$ cat config.mk
export PLATFORM = sky130hd
export DESIGN_NAME = snake_game_ctrl
export DESIGN_NICKNAME = d
export VERILOG_FILES = /design/src/rtl/snake_pkg.sv /design/src/rtl/snake_lfsr.sv /design/src/rtl/snake_game_ctrl.sv
export SDC_FILE = /design/constraint.sdc
export NUM_CORES = 1
export LEC_CHECK = 0
export BUFFER_PORTS_ARGS = -buffer_cell sky130_fd_sc_hd__buf_2
export CORE_ASPECT_RATIO = 1.4
export CORE_UTILIZATION = 55
export DETAILED_ROUTE_END_ITERATION = 16
export PLACE_DENSITY = 0.77
export SYNTH_ARGS = -nofsm -noshare
export SYNTH_HDL_FRONTEND = slang
export SYNTH_SLANG_ARGS = --single-unit
export TNS_END_PERCENT = 100
$ cat constraint.sdc
create_clock -name clk_i -period 5.7 [get_ports clk_i]
set_input_delay 1.425 -clock clk_i [delete_from_list [all_inputs] [get_ports clk_i]]
set_output_delay 1.425 -clock clk_i [all_outputs]
set_load 0.02 [all_outputs]
$ cat src/rtl/snake_pkg.sv
// rtl/snake_pkg.sv - shared grid constants, FSM/direction enums and cell type for the snake game
package snake_pkg;

  localparam int CELL_SHIFT = 4;
  localparam int GRID_W     = 40;
  localparam int GRID_H     = 30;
  localparam int MAX_LEN    = 16;

  typedef enum logic [2:0] {
    ST_IDLE,
    ST_PLAY,
    ST_MOVE,
    ST_RELOCATE,
    ST_OVER
  } state_t;

  typedef enum logic [1:0] {
    DIR_UP,
    DIR_DOWN,
    DIR_LEFT,
    DIR_RIGHT
  } dir_t;

  typedef struct packed {
    logic [5:0] x;
    logic [4:0] y;
  } cell_t;

  function automatic dir_t opposite(input dir_t d);
    case (d)
      DIR_UP:   return DIR_DOWN;
      DIR_DOWN: return DIR_UP;
      DIR_LEFT: return DIR_RIGHT;
      default:  return DIR_LEFT;
    endcase
  endfunction

endpackage

$ cat src/rtl/snake_lfsr.sv
// rtl/snake_lfsr.sv - free-running 16-bit Fibonacci LFSR (taps 16,14,13,11) for apple placement
module snake_lfsr (
  input  logic        clk_i,
  input  logic        rst_i,
  output logic [15:0] value_o
);

  always_ff @(posedge clk_i) begin
    if (rst_i) begin
      value_o <= 16'hACE1;
    end else begin
      value_o <= {value_o[14:0], value_o[15] ^ value_o[13] ^ value_o[12] ^ value_o[10]};
    end
  end

endmodule

$ cat src/rtl/snake_game_ctrl.sv
// rtl/snake_game_ctrl.sv - snake game FSM, segment store, collision/apple logic and pixel lookup
module snake_game_ctrl #(
  parameter int CELL_SHIFT  = 4,
  parameter int GRID_W      = 40,
  parameter int GRID_H      = 30,
  parameter int MAX_LEN     = 16,
  parameter int STEP_FRAMES = 8
) (
  input  logic       clk_i,
  input  logic       rst_i,
  input  logic       start_i,
  input  logic       btn_up_i,
  input  logic       btn_down_i,
  input  logic       btn_left_i,
  input  logic       btn_right_i,
  input  logic       frame_tick_i,
  input  logic [9:0] pix_x_i,
  input  logic [9:0] pix_y_i,
  output logic       head_snake_gfx_o,
  output logic       body_snake_gfx_o,
  output logic       apple_gfx_o,
  output logic       border_gfx_o,
  output logic       game_over_o,
  output logic [7:0] score_o
);
  import snake_pkg::*;

  localparam int LEN_W = $clog2(MAX_LEN + 1);

  state_t           state;
  dir_t             dir;
  dir_t             dir_req;
  cell_t            seg [MAX_LEN];
  cell_t            seg_init [MAX_LEN];
  cell_t            apple;
  cell_t            apple_init;
  logic [LEN_W-1:0] len;
  logic [2:0]       frame_cnt;
  logic [15:0]      lfsr;

  snake_lfsr u_lfsr (
    .clk_i   (clk_i),
    .rst_i   (rst_i),
    .value_o (lfsr)
  );

  function automatic logic on_border(input cell_t c);
    return (c.x == 6'd0) || (c.x == 6'(GRID_W - 1)) ||
           (c.y == 5'd0) || (c.y == 5'(GRID_H - 1));
  endfunction

  always_comb begin
    for (int i = 0; i < MAX_LEN; i++) seg_init[i] = '0;
    seg_init[0] = '{x: 6'd20, y: 5'd15};
    seg_init[1] = '{x: 6'd19, y: 5'd15};
    seg_init[2] = '{x: 6'd18, y: 5'd15};
    apple_init  = '{x: 6'd30, y: 5'd15};
  end

  // Highest-priority pressed button wins; a reversal onto the neck is dropped.
  dir_t req_dir;
  logic req_accept;
  always_comb begin
    req_accept = 1'b1;
    req_dir    = dir;
    if (btn_up_i)         req_dir = DIR_UP;
    else if (btn_down_i)  req_dir = DIR_DOWN;
    else if (btn_left_i)  req_dir = DIR_LEFT;
    else if (btn_right_i) req_dir = DIR_RIGHT;
    else                  req_accept = 1'b0;
    if (req_dir == opposite(dir)) req_accept = 1'b0;
  end

  cell_t next_head;
  logic  hit_self;
  logic  collide;
  always_comb begin
    next_head = seg[0];
    case (dir_req)
      DIR_UP:   next_head.y = seg[0].y - 5'd1;
      DIR_DOWN: next_head.y = seg[0].y + 5'd1;
      DIR_LEFT: next_head.x = seg[0].x - 6'd1;
      default:  next_head.x = seg[0].x + 6'd1;
    endcase
    // The tail vacates its cell on this move, so it cannot be hit.
    hit_self = 1'b0;
    for (int i = 0; i < MAX_LEN; i++)
      if ((i + 1 < int'(len)) && (seg[i] == next_head)) hit_self = 1'b1;
    collide = hit_self || on_border(next_head);
  end

  cell_t cand;
  logic  cand_hit;
  logic  cand_ok;
  always_comb begin
    cand.x   = 6'((lfsr & 16'h003F) % 16'(GRID_W));
    cand.y   = 5'(((lfsr >> 8) & 16'h001F) % 16'(GRID_H));
    cand_hit = 1'b0;
    for (int i = 0; i < MAX_LEN; i++)
      if ((i < int'(len)) && (seg[i] == cand)) cand_hit = 1'b1;
    cand_ok = !cand_hit && !on_border(cand);
  end

  always_ff @(posedge clk_i) begin
    if (rst_i) begin
      state       <= ST_IDLE;
      dir         <= DIR_RIGHT;
      dir_req     <= DIR_RIGHT;
      seg         <= seg_init;
      apple       <= apple_init;
      len         <= LEN_W'(3);
      frame_cnt   <= 3'd0;
      score_o     <= 8'd0;
      game_over_o <= 1'b0;
    end else begin
      case (state)
        ST_IDLE: begin
          if (start_i) begin
            dir       <= DIR_RIGHT;
            dir_req   <= DIR_RIGHT;
            seg       <= seg_init;
            apple     <= apple_init;
            len       <= LEN_W'(3);
            frame_cnt <= 3'd0;
            score_o   <= 8'd0;
            state     <= ST_PLAY;
          end
        end
        ST_PLAY: begin
          if (req_accept) dir_req <= req_dir;
          if (frame_tick_i) begin
            if (frame_cnt >= 3'(STEP_FRAMES - 2)) begin
              frame_cnt <= 3'd0;
              state     <= ST_MOVE;
            end else begin
              frame_cnt <= frame_cnt + 3'd1;
            end
          end
        end
        ST_MOVE: begin
          dir <= dir_req;
          if (collide) begin
            game_over_o <= 1'b1;
            state       <= ST_OVER;
          end else begin
            for (int i = 1; i < MAX_LEN; i++) seg[i] <= seg[i-1];
            seg[0] <= next_head;
            if (next_head == apple) begin
              if (len < LEN_W'(MAX_LEN)) len <= len + LEN_W'(1);
              if (score_o != 8'hFF) score_o <= score_o + 8'd1;
              state <= ST_RELOCATE;
            end else begin
              state <= ST_PLAY;
            end
          end
        end
        ST_RELOCATE: begin
          // Ticks keep accumulating but cap one short of overflow; PLAY fires the move on the next tick.
          if (frame_tick_i && frame_cnt != 3'(STEP_FRAMES - 1)) frame_cnt <= frame_cnt + 3'd1;
          if (cand_ok) begin
            apple <= cand;
            state <= ST_PLAY;
          end
        end
        ST_OVER: begin
          if (!start_i) begin
            game_over_o <= 1'b0;
            state       <= ST_IDLE;
          end
        end
        default: state <= ST_IDLE;
      endcase
    end
  end

  logic [9:0] cx;
  logic [9:0] cy;
  cell_t      pcell;
  logic       in_grid;
  logic       pix_head;
  logic       pix_body;
  always_comb begin
    cx       = pix_x_i >> CELL_SHIFT;
    cy       = pix_y_i >> CELL_SHIFT;
    in_grid  = (cx < 10'(GRID_W)) && (cy < 10'(GRID_H));
    pcell.x  = cx[5:0];
    pcell.y  = cy[4:0];
    pix_head = (seg[0] == pcell);
    pix_body = 1'b0;
    for (int i = 1; i < MAX_LEN; i++)
      if ((i < int'(len)) && (seg[i] == pcell)) pix_body = 1'b1;
  end

  always_ff @(posedge clk_i) begin
    if (rst_i) begin
      head_snake_gfx_o <= 1'b0;
      body_snake_gfx_o <= 1'b0;
      apple_gfx_o      <= 1'b0;
      border_gfx_o     <= 1'b0;
    end else begin
      head_snake_gfx_o <= in_grid && pix_head;
      body_snake_gfx_o <= in_grid && !pix_head && pix_body;
      apple_gfx_o      <= in_grid && (pcell == apple);
      border_gfx_o     <= in_grid && on_border(pcell);
    end
  end

endmodule

; ---- Word-level counts from Yosys, hierarchy flattened
; Cells that the tools add are included.
[totals]
register_bits = 231
input_bits = 28
out_inout_bits = 13
elab_cells = 345
[op_classes]
add_sub_neg = 7
div_mod_pow = 2
magnitude_cmp = 21
n_eq_ne = 79
muxes = 95
n_bitwise = 3
reduce_logical = 92
[ops]
columns = cell, n
row1 = $eq A11 B11 Y1, 50
row2 = $mux W176, 2
row3 = $pmux W176 S2, 1
row4 = $logic_and A1 B1 Y1, 55
row5 = $mux W1, 54
row6 = $lt A4 B5 Y1 const A, 8
row7 = $mux W8, 4
row8 = $mux W3, 10
row9 = $ne A2 B2 Y1 const B, 12
row10 = $mux W11, 2
row11 = $pmux W11 S2, 1
row12 = $lt A3 B5 Y1 const A, 4
row13 = $mux W5, 4
row14 = $pmux W5 S2, 2
row15 = $eq A6 B6 Y1 const B, 3
row16 = $logic_not A6 Y1, 3
row17 = $mod A5 B5 Y16 const B, 1
row18 = $mod A6 B6 Y16 const B, 1
row19 = $pmux W8 S2, 1
row20 = $eq A5 B5 Y1 const B, 3
row21 = $logic_not A5 Y1, 3
row22 = $pmux W3 S5, 1
row23 = $reduce_and A5 Y1, 3
row24 = $mux W2, 7
row25 = other kinds (37), 64

; ---- Depth between registers and ports, before layout
; Gate-level depths: netlist (run 1).
[depth]
depth_word = 24
depth_mapped = 25

; ---- Hierarchy
; A second synthesis (run 1) with hierarchy kept.
[unflattened]
hier_cells = 2420
area_unflattened_um2 = 18640.4
[modules_own_cells]
columns = module, instances, cells_per_inst, area_each_um2, seq_area_each_um2
row1 = snake_game_ctrl, 1, 2384, 18186.2, 4304.1
row2 = snake_lfsr, 1, 36, 454.2, 320.3

; ---- Worst setup path after synthesis (run 1)
; OpenSTA, ideal clock, no wires.
[synth_path]
kind = flip-flop to flip-flop
startpoint = reg dir_req[1]
endpoint = reg seg[170] (netlist name)
setup_ns = 0.073
arrival_ns = 4.796
slack_ns = 0.831
path_stages_with_launch = 25
n_path_buf = 10
synth_period_minus_slack_ns = 4.869
cell_sequence = dfxtp_1 buf_2 buf_2 buf_2 buf_2 buf_2 buf_2 nand2b_1 xnor2_1 ha_1 clkbuf_1 mux2i_1 buf_2 xnor2_1 nor3_1 nand3_1 or3_1 or4_1 o211ai_1 nor3_2 a21oi_2 buf_2 buf_2 a21oi_1 mux2i_1
[synth_via]
elab_chain_len = 24
[synth_rtl]
columns = element, line_no
row1 = start: declaration, snake_game_ctrl.sv:32  ; dir_t dir_req;
row2 = start signal: assignment, snake_game_ctrl.sv:130  ; if (req_accept) dir_req <= req_dir;
row3 = $eq A2 B1 Y1 or $logic_not A2 Y1 (tied branches), snake_game_ctrl.sv:79  ; case (dir_req)
row4 = $reduce_or A2 Y1 (no line), -
row5 = $pmux W6 S2, snake_game_ctrl.sv:79
row6 = $eq A11 B11 Y1, snake_game_ctrl.sv:88  ; if ((i + 1 < int'(len)) && (seg[i] == next_head)) hit_self = 1'b1;
row7 = $logic_and A1 B1 Y1, snake_game_ctrl.sv:88
row8 = $mux W1 (16 in series), snake_game_ctrl.sv:88
row9 = $logic_or A1 B1 Y1, snake_game_ctrl.sv:89  ; collide = hit_self || on_border(next_head);
row10 = $ne A2 B2 Y1 (no line), -
row11 = $reduce_and A3 Y1 (no line), -
row12 = end signal: assignment, snake_game_ctrl.sv:109  ; seg <= seg_init;
row13 = end signal: assignment, snake_game_ctrl.sv:121  ; seg <= seg_init;
row14 = end: declaration, snake_game_ctrl.sv:33  ; cell_t seg [MAX_LEN];
; Parallel ways exist; a longest one is shown, timed or not. The select of a mux whose other input is x is not followed.
; A chain may end at the register's enable or synchronous reset.

; ---- Final worst setup path (run 1)
[layout_path]
startpoint = reg dir_req[0]
endpoint = reg seg[62] (netlist name)
[layout_via]
elab_chain_len = 24
[layout_rtl]
columns = element, line_no
row1 = $eq A2 B1 Y1 or $logic_not A2 Y1 (tied branches), snake_game_ctrl.sv:79
row2 = $reduce_or A2 Y1 (no line), -
row3 = $pmux W6 S2, snake_game_ctrl.sv:79
row4 = $eq A11 B11 Y1, snake_game_ctrl.sv:88
row5 = $logic_and A1 B1 Y1, snake_game_ctrl.sv:88
row6 = $mux W1 (16 in series), snake_game_ctrl.sv:88
row7 = $logic_or A1 B1 Y1 *, snake_game_ctrl.sv:89
row8 = $ne A2 B2 Y1 (no line) *, -
row9 = $reduce_and A3 Y1 (no line) *, -
; Every way passes the cells marked *; elsewhere a longest branch is shown, timed or not.

==> results.md, run 1 <==
• run status: finished, final reports clean
• clock buffers created by TritonCTS: 25
• buffer count from post-CTS setup fixing: 0
• maximum net fanout on the critical path: 30
• max-cap violation count: 0
• routability congestion estimate from global placement: 1.01
• Layout Skew: 0.0272 ns
• CTS Buffer Depth: 3
• count of flip-flops with a built-in enable after synthesis: 0
• most repeated cell in the gate-level netlist after synthesis: sky130_fd_sc_hd__xnor2_1
• area growth from synthesis to layout: 6.94%
• cell count after placement: 2,233
• starting density of the core: 56.1%
• area used by sequential logic in the layout: 4630 sq um
• root buffer cell: sky130_fd_sc_hd__clkbuf_16
• maximum number of pins on one net before global-route repair: 61
• final global-route overflow total: 0
• ratio of cells with drive above 1 in the final layout: 11.0%
• post-synth design cell area: 16,800 sq um
• IR drop worst, VDD: 256 uV
• ratio of total power to cell area: 217 nW/um^2
• clock insertion delay at the later pin of the skew report: 0.57 ns
• Comb power frac: 13.7%
• core region area: 30,000 sq um
• vias in the first global route: 15,349
• Syn Nets: 2,043
• Tightest Hold Check Type: flip-flop to flip-flop
• die extent in y: 209 um
• switching portion of total power: 28.3%
• ANT nets after route: 0
• largest area contributor in the netlist: sky130_fd_sc_hd__dfxtp_1
• overall fraction of global-route tracks in use: 44.0%
• via count: 16,258
• number of gates resized after CTS: 0
• static leakage: 6.46 nW
• drt initial violations: 2,267
• area used by multi-input combinational logic: 11,000 sq um
• worst slew margin relative to its limit: 5.02%
• clock net sink count: 231
• Setup CP Type: flip-flop to flip-flop
• sequential-to-total area share from yosys stat: 27.4%
• Max Transition Viols Final: 0
• initial antenna violation count: 2
• worst path arrival time: 6.01 ns
• Least-Margin Pin Slew: 1.40 ns
• TritonCTS clock tree: done
• R2R Setup Slk: 0.18 ns
• Cells after Synth: 2,004
• die width: 150 um
• setup repair after global routing missed its margin: no
• endpoints failing hold: 0
• Sum Neg Setup Slack: 0 ns
• htree depth: 1
• Cell Count, Final, Fillers Out: 2,279
• leading cell types by total area after synthesis: sky130_fd_sc_hd__dfxtp_1 (27%), sky130_fd_sc_hd__xnor2_1 (17%), sky130_fd_sc_hd__xor2_1 (8.8%)
• Die Outline Area: 31,400 sq um
• Achievable Freq: 181 MHz
• count of hold-fix buffers inserted at cts: 0
• count of warnings emitted by yosys: 0
• total wire length: 68,700 um
• Layout fillers: 2,669
• switching power summed over all nets: 1.10 mW
• commonest cells in the netlist: sky130_fd_sc_hd__xnor2_1 (327), sky130_fd_sc_hd__dfxtp_1 (231), sky130_fd_sc_hd__xor2_1 (170)
• clock-pin transition on the worst setup and hold timing paths: 0.06 ns
• post-route fraction of the period consumed by the critical path: 96.9%
• Critical Path Source Type: flip-flop
• number of setup violations in the final report: 0
• clock period minus worst slack: 5.52 ns
• flip-flop and latch count after synthesis: 231
• detailed-router iteration count before antenna repair: 5
• Row Count: 75
• fraction of synthesized cell area taken by the top area cell type: 27.4%
• post-synthesis cell type count: 89
• number of nets in the layout: 1,914
• Int Power: 2.80 mW
• global-route wire length before repair: 101,000 um
• Clk pwr share: 44.0%
• placed wire-length estimate after detailed placement: 47,100 um
• fraction of power consumed by sequential logic: 42.3%
• number of ports placed on the die boundary: 41
• DRC violations left: 0
• post-synthesis average cell area: 8.41 sq um
• Synth async-reset ratio: 0%
• critical path required time: 6.19 ns
• count of buffers from port buffering: 32
• drt via density: 7.13
• Setup crit end kind: flip-flop
• predominant post-synthesis flop cell: sky130_fd_sc_hd__dfxtp_1
• routed wirelength normalized by instance count: 30.1 um
• Antenna Diode Count: 0
## metal layers
metal | share of wire (%) | GRT usage (%)
met5 | 0.017 | 0
met1 | 35 | 52.6
met2 | 43 | 68.0
met3 | 12 | 9.52
met4 | 10 | 34.3
## state kept, by name, summed over array words and instances (netlist names)
name and cells:
apple 11, frame_cnt 3, dir_req 2, border_gfx_o 1, seg 176, apple_gfx_o 1, head_snake_gfx_o 1, game_over_o 1
dir 2, body_snake_gfx_o 1, len 5, score_o 8, state 3, u_lfsr.value_o 16
## power groups by stage
stage / logic (mW) / registers (mW) / clock network, mW
finish: 0.536 / 1.65 / 1.72
floorplan: 0.347 / 1.66 / 0
global route: 0.553 / 1.65 / 1.78
CTS: 0.510 / 1.65 / 1.72
global placement: 0.497 / 1.68 / 0
detailed placement: 0.507 / 1.69 / 0
## final cells by class
cell class | instances | share of cell area, %
Clock inverter | 11 | 0.729
Sequential cell | 231 | 25.7
Inverter | 22 | 0.458
Timing Repair Buffer | 119 | 5.21
Tap cell | 385 | 2.67
Multi-Input combinational cell | 1476 | 61.2
Clock buffer | 35 | 4.01
## stage by stage
stage               util (%)  setup WS [ns]  total power [mW]  cell area, sq um  hold WS, ns
floorplan                  -          0.831              2.01             16800        0.389
detailed placement      57.1          0.350              2.19             17200        0.396
global placement        57.1          0.440              2.18             17200        0.394
global route            60.0         0.0153              3.98             18000        0.451
CTS                     60.0          0.303              3.88             18000        0.414
finish                  60.0          0.176              3.90             18000        0.411
## critical path: stages (launching register included)
cell	delay [ns]
sky130_fd_sc_hd__dfxtp_1	0.63
sky130_fd_sc_hd__nor2b_1	0.44
sky130_fd_sc_hd__inv_1	0.16
sky130_fd_sc_hd__ha_1	0.38
sky130_fd_sc_hd__nor2b_1	0.20
sky130_fd_sc_hd__or4b_1	0.50
sky130_fd_sc_hd__nand3_1	0.14
sky130_fd_sc_hd__nand2_1	0.43
sky130_fd_sc_hd__xnor2_1	0.28
sky130_fd_sc_hd__nand4_1	0.23
sky130_fd_sc_hd__o221ai_1	0.21
sky130_fd_sc_hd__or4_1	0.72
sky130_fd_sc_hd__nor2_4	0.48
sky130_fd_sc_hd__buf_4	0.42
sky130_fd_sc_hd__a22o_1	0.20
## logic make-up (layout without fill, tap and decap cells)
logic type,after synthesis,in the layout,synth area share [%]
xor+xnor,506,506,26.9
flops,231,231,27.4
simple gates,531,531,17.4
compound gates,397,397,17.9
buf+inv,297,187,7.34
fa+ha+maj,11,11,0.861
mux,31,31,2.10
## cells in the final DEF (no fill, tap or decap), types with 18 or more instances in the layout
cell type and n:
sky130_fd_sc_hd__xnor2_1 325, sky130_fd_sc_hd__or3_1 19, sky130_fd_sc_hd__o21ai_0 36, sky130_fd_sc_hd__nor4_1 62
sky130_fd_sc_hd__dfxtp_1 230, sky130_fd_sc_hd__nand2_1 64, sky130_fd_sc_hd__a31oi_1 20, sky130_fd_sc_hd__nand3_1 52
sky130_fd_sc_hd__o211ai_1 18, sky130_fd_sc_hd__and3_1 18, sky130_fd_sc_hd__a21oi_1 55, sky130_fd_sc_hd__nor2b_1 20
sky130_fd_sc_hd__nand4_1 65, sky130_fd_sc_hd__buf_2 32, sky130_fd_sc_hd__nor3_1 73, sky130_fd_sc_hd__inv_1 22
sky130_fd_sc_hd__nor2_1 71, sky130_fd_sc_hd__clkbuf_16 25, sky130_fd_sc_hd__xor2_1 170, sky130_fd_sc_hd__mux2i_1 22
sky130_fd_sc_hd__or4_1 20, sky130_fd_sc_hd__a22o_1 154, sky130_fd_sc_hd__buf_4 77
## path summary, 6_finish.rpt
check / cells after the start / startpoint / end
max: 14 / dir_req[0] / seg[62]
min: 1 / u_lfsr.value_o[14] / u_lfsr.value_o[15]
max reg2reg: 14 / dir_req[0] / seg[62]
min reg2reg: 1 / u_lfsr.value_o[14] / u_lfsr.value_o[15]
Power figures use the tool's default switching activity.
==> run 2, diff against run 1 <==
--- a/config.mk
+++ b/config.mk
@@ -8,6 +8,7 @@
 export BUFFER_PORTS_ARGS = -buffer_cell sky130_fd_sc_hd__buf_2
 export CORE_ASPECT_RATIO = 1.4
 export CORE_UTILIZATION = 55
+export CTS_BUF_LIST = sky130_fd_sc_hd__clkbuf_4 sky130_fd_sc_hd__clkbuf_8
 export DETAILED_ROUTE_END_ITERATION = 16
 export PLACE_DENSITY = 0.77
 export SYNTH_ARGS = -nofsm -noshare
==> run 2 against run 1 <==
The flow now finishes with violations (max-capacitance violations). Design area is 0.14% lower. Die area stayed put. Wire length is 0.26% higher. Count of clock-buffer cells in the layout is 19 higher. Critical endpoint is now seg[64].
==> results.md, run 2 (same netlist as run 1, synthesis figures left out) <==
• total wire length: 68,800 um
• cell count after placement: 2,233
• worst path arrival time: 6.04 ns
• ANT nets after route: 0
• Met1 Routed Length: 23,900 um
• Critical path destination: seg[64]
• final design area excluding fillers: 18,000 sq um
• max-cap violation count: 1
• detailed-router iteration count before antenna repair: 6
• clock period minus worst slack: 5.51 ns
• number of gates resized after CTS: 0
• endpoints failing hold: 0
• Tightest Hold Check Type: flip-flop to flip-flop
• overall fraction of global-route tracks in use: 44.4%
• final global-route overflow total: 0
• Top Registers: seg: 176 flops, u_lfsr.value_o: 16 flops, apple: 11 flops
• routability congestion estimate from global placement: 1.01
• Sum Neg Setup Slack: 0 ns
• initial antenna violation count: 0
• number of setup violations in the final report: 0
• core region area: 30,000 sq um
• clock buffers created by TritonCTS: 39
• clock-pin transition on the worst setup and hold timing paths: 0.06 ns
• Most flops, register: seg
• buffer count from post-CTS setup fixing: 0
• CTS Buffer Depth: 3
• count of hold-fix buffers inserted at cts: 0
• met3 layer wire length in the routed design: 7780 um
• maximum number of pins on one net before global-route repair: 61
• placed wire-length estimate after detailed placement: 47,100 um
• Cell Count, Final, Fillers Out: 2,302
• Setup CP Type: flip-flop to flip-flop
• root buffer cell: sky130_fd_sc_hd__clkbuf_8
• starting density of the core: 56.1%
• Setup crit end kind: flip-flop
• die width: 150 um
• static leakage: 6.48 nW
• run status: complete, but fails checks
• max FFs per register: 176
• slack of the critical path: 0.186 ns
• R2R Setup Slk: 0.19 ns
• commonest cells after routing, fill and taps aside: sky130_fd_sc_hd__xnor2_1 (325), sky130_fd_sc_hd__dfxtp_1 (230), sky130_fd_sc_hd__xor2_1 (170), sky130_fd_sc_hd__a22o_1 (154), sky130_fd_sc_hd__buf_4 (77)
• Achievable Freq: 181 MHz
• global-route wire length before repair: 101,000 um
• top routing layer in use: met5
• routed wirelength normalized by instance count: 29.9 um
• DRC violations left: 0
• dpl cell area: 17,200 sq um
• clock net sink count: 231
• clock insertion delay at the later pin of the skew report: 0.62 ns
• htree depth: 2
• count of buffers from port buffering: 32
• ratio of total power to cell area: 214 nW/um^2
• met2 WL post-DR: 30,200 um
• start point of the critical path: dir_req[0]
• Worst Setup Slack post-DPL: 0.350 ns
• via count: 16,353
• post-route fraction of the period consumed by the critical path: 96.7%
• number of ports placed on the die boundary: 41
• drt via density: 7.10
• Crit Reg-Reg Startpoint: dir_req[0]
• Layout fillers: 2,669
• Least-Margin Pin Slew: 1.45 ns
• RR Endpoint: seg[64]
• TritonCTS clock tree: done
• most common cell after layout, fill and taps aside: sky130_fd_sc_hd__xnor2_1
• failing checks: max-capacitance violations
• vias in the first global route: 15,476
• Max Transition Viols Final: 0
• Layout Skew: 0.0446 ns
• setup repair after global routing missed its margin: no
• area growth from synthesis to layout: 6.79%
• ratio of cells with drive above 1 in the final layout: 12.2%
• critical path required time: 6.22 ns
• number of nets in the layout: 1,928
• Critical Path Source Type: flip-flop
• drt initial violations: 2,086
• die extent in y: 209 um
• maximum net fanout on the critical path: 30
• Row Count: 75
• worst slew margin relative to its limit: 2.24%
• number of cells on the worst reg-to-reg path: 15
• Die Outline Area: 31,400 sq um
• IR drop worst, VDD: 195 uV
[run 2: changes by cell type in the layout (fill, tap and decap cells not counted), sizes merged]
cell,previous run,this run
clkbuf,35,54
inv,24,23
clkinv,4,6
clkinvlp,3,5
diode,0,1
[run 2: final cells by class]
class                   instances  area, sq um  share of cell area, %
repair buffers                119          938                   5.21
inverters                      22         82.6                  0.459
flip-flops and latches        231         4630                   25.7
clock buffers                  54          706                   3.92
well taps                     385          482                   2.68
diodes                          1         2.50                 0.0139
clock inverters                14          136                  0.758
multi-input cells            1476        11000                   61.2
[run 2: where the power goes]
group | switching (mW) | total (mW) | leakage, nW | internal, mW
Sequential | 0.0265 | 1.65 | 1.87 | 1.62
Combinational | 0.341 | 0.533 | 4.18 | 0.191
Clock | 0.762 | 1.66 | 0.430 | 0.898
[run 2: critical path, cell delays in order (launching register included)]
cell	delay (ns)
sky130_fd_sc_hd__dfxtp_1	0.63
sky130_fd_sc_hd__nor2b_1	0.42
sky130_fd_sc_hd__inv_1	0.15
sky130_fd_sc_hd__ha_1	0.38
sky130_fd_sc_hd__xor2_2	0.29
sky130_fd_sc_hd__o21ai_2	0.70
sky130_fd_sc_hd__buf_4	0.30
sky130_fd_sc_hd__xnor2_1	0.07
sky130_fd_sc_hd__nand4_1	0.14
sky130_fd_sc_hd__nor4_1	0.09
sky130_fd_sc_hd__a22oi_1	0.25
sky130_fd_sc_hd__o2111ai_1	0.29
sky130_fd_sc_hd__or4_1	0.65
sky130_fd_sc_hd__nor2_4	0.43
sky130_fd_sc_hd__buf_4	0.42
sky130_fd_sc_hd__a22o_1	0.19
[run 2: how the worst min path moves through the flow]
stage                             from  depth (start not counted)                  to  slack (ns)
floorplan           u_lfsr.value_o[14]                          1  u_lfsr.value_o[15]        0.39
global placement    u_lfsr.value_o[14]                          1  u_lfsr.value_o[15]        0.39
detailed placement  u_lfsr.value_o[14]                          1  u_lfsr.value_o[15]        0.40
CTS                 u_lfsr.value_o[14]                          1  u_lfsr.value_o[15]        0.41
global route         u_lfsr.value_o[6]                          1   u_lfsr.value_o[7]        0.44
finish              u_lfsr.value_o[14]                          1  u_lfsr.value_o[15]        0.41
[run 2: layer usage]
metal	vias to the layer above	GRT usage [%]
met1	7710	52.2
met4	2	36.0
met2	1324	68.2
met5	-	0.968
li1	6861	-
met3	456	10.3
[run 2: metrics by stage]
step / utilization [%] / hold slack [ns] / power [mW]
final: 59.9 / 0.411 / 3.84
after global routing: 59.9 / 0.441 / 3.93
after CTS: 59.9 / 0.413 / 3.82
after detailed placement: 57.1 / 0.396 / 2.19
after global placement: 57.1 / 0.394 / 2.18
after floorplan: - / 0.389 / 2.01
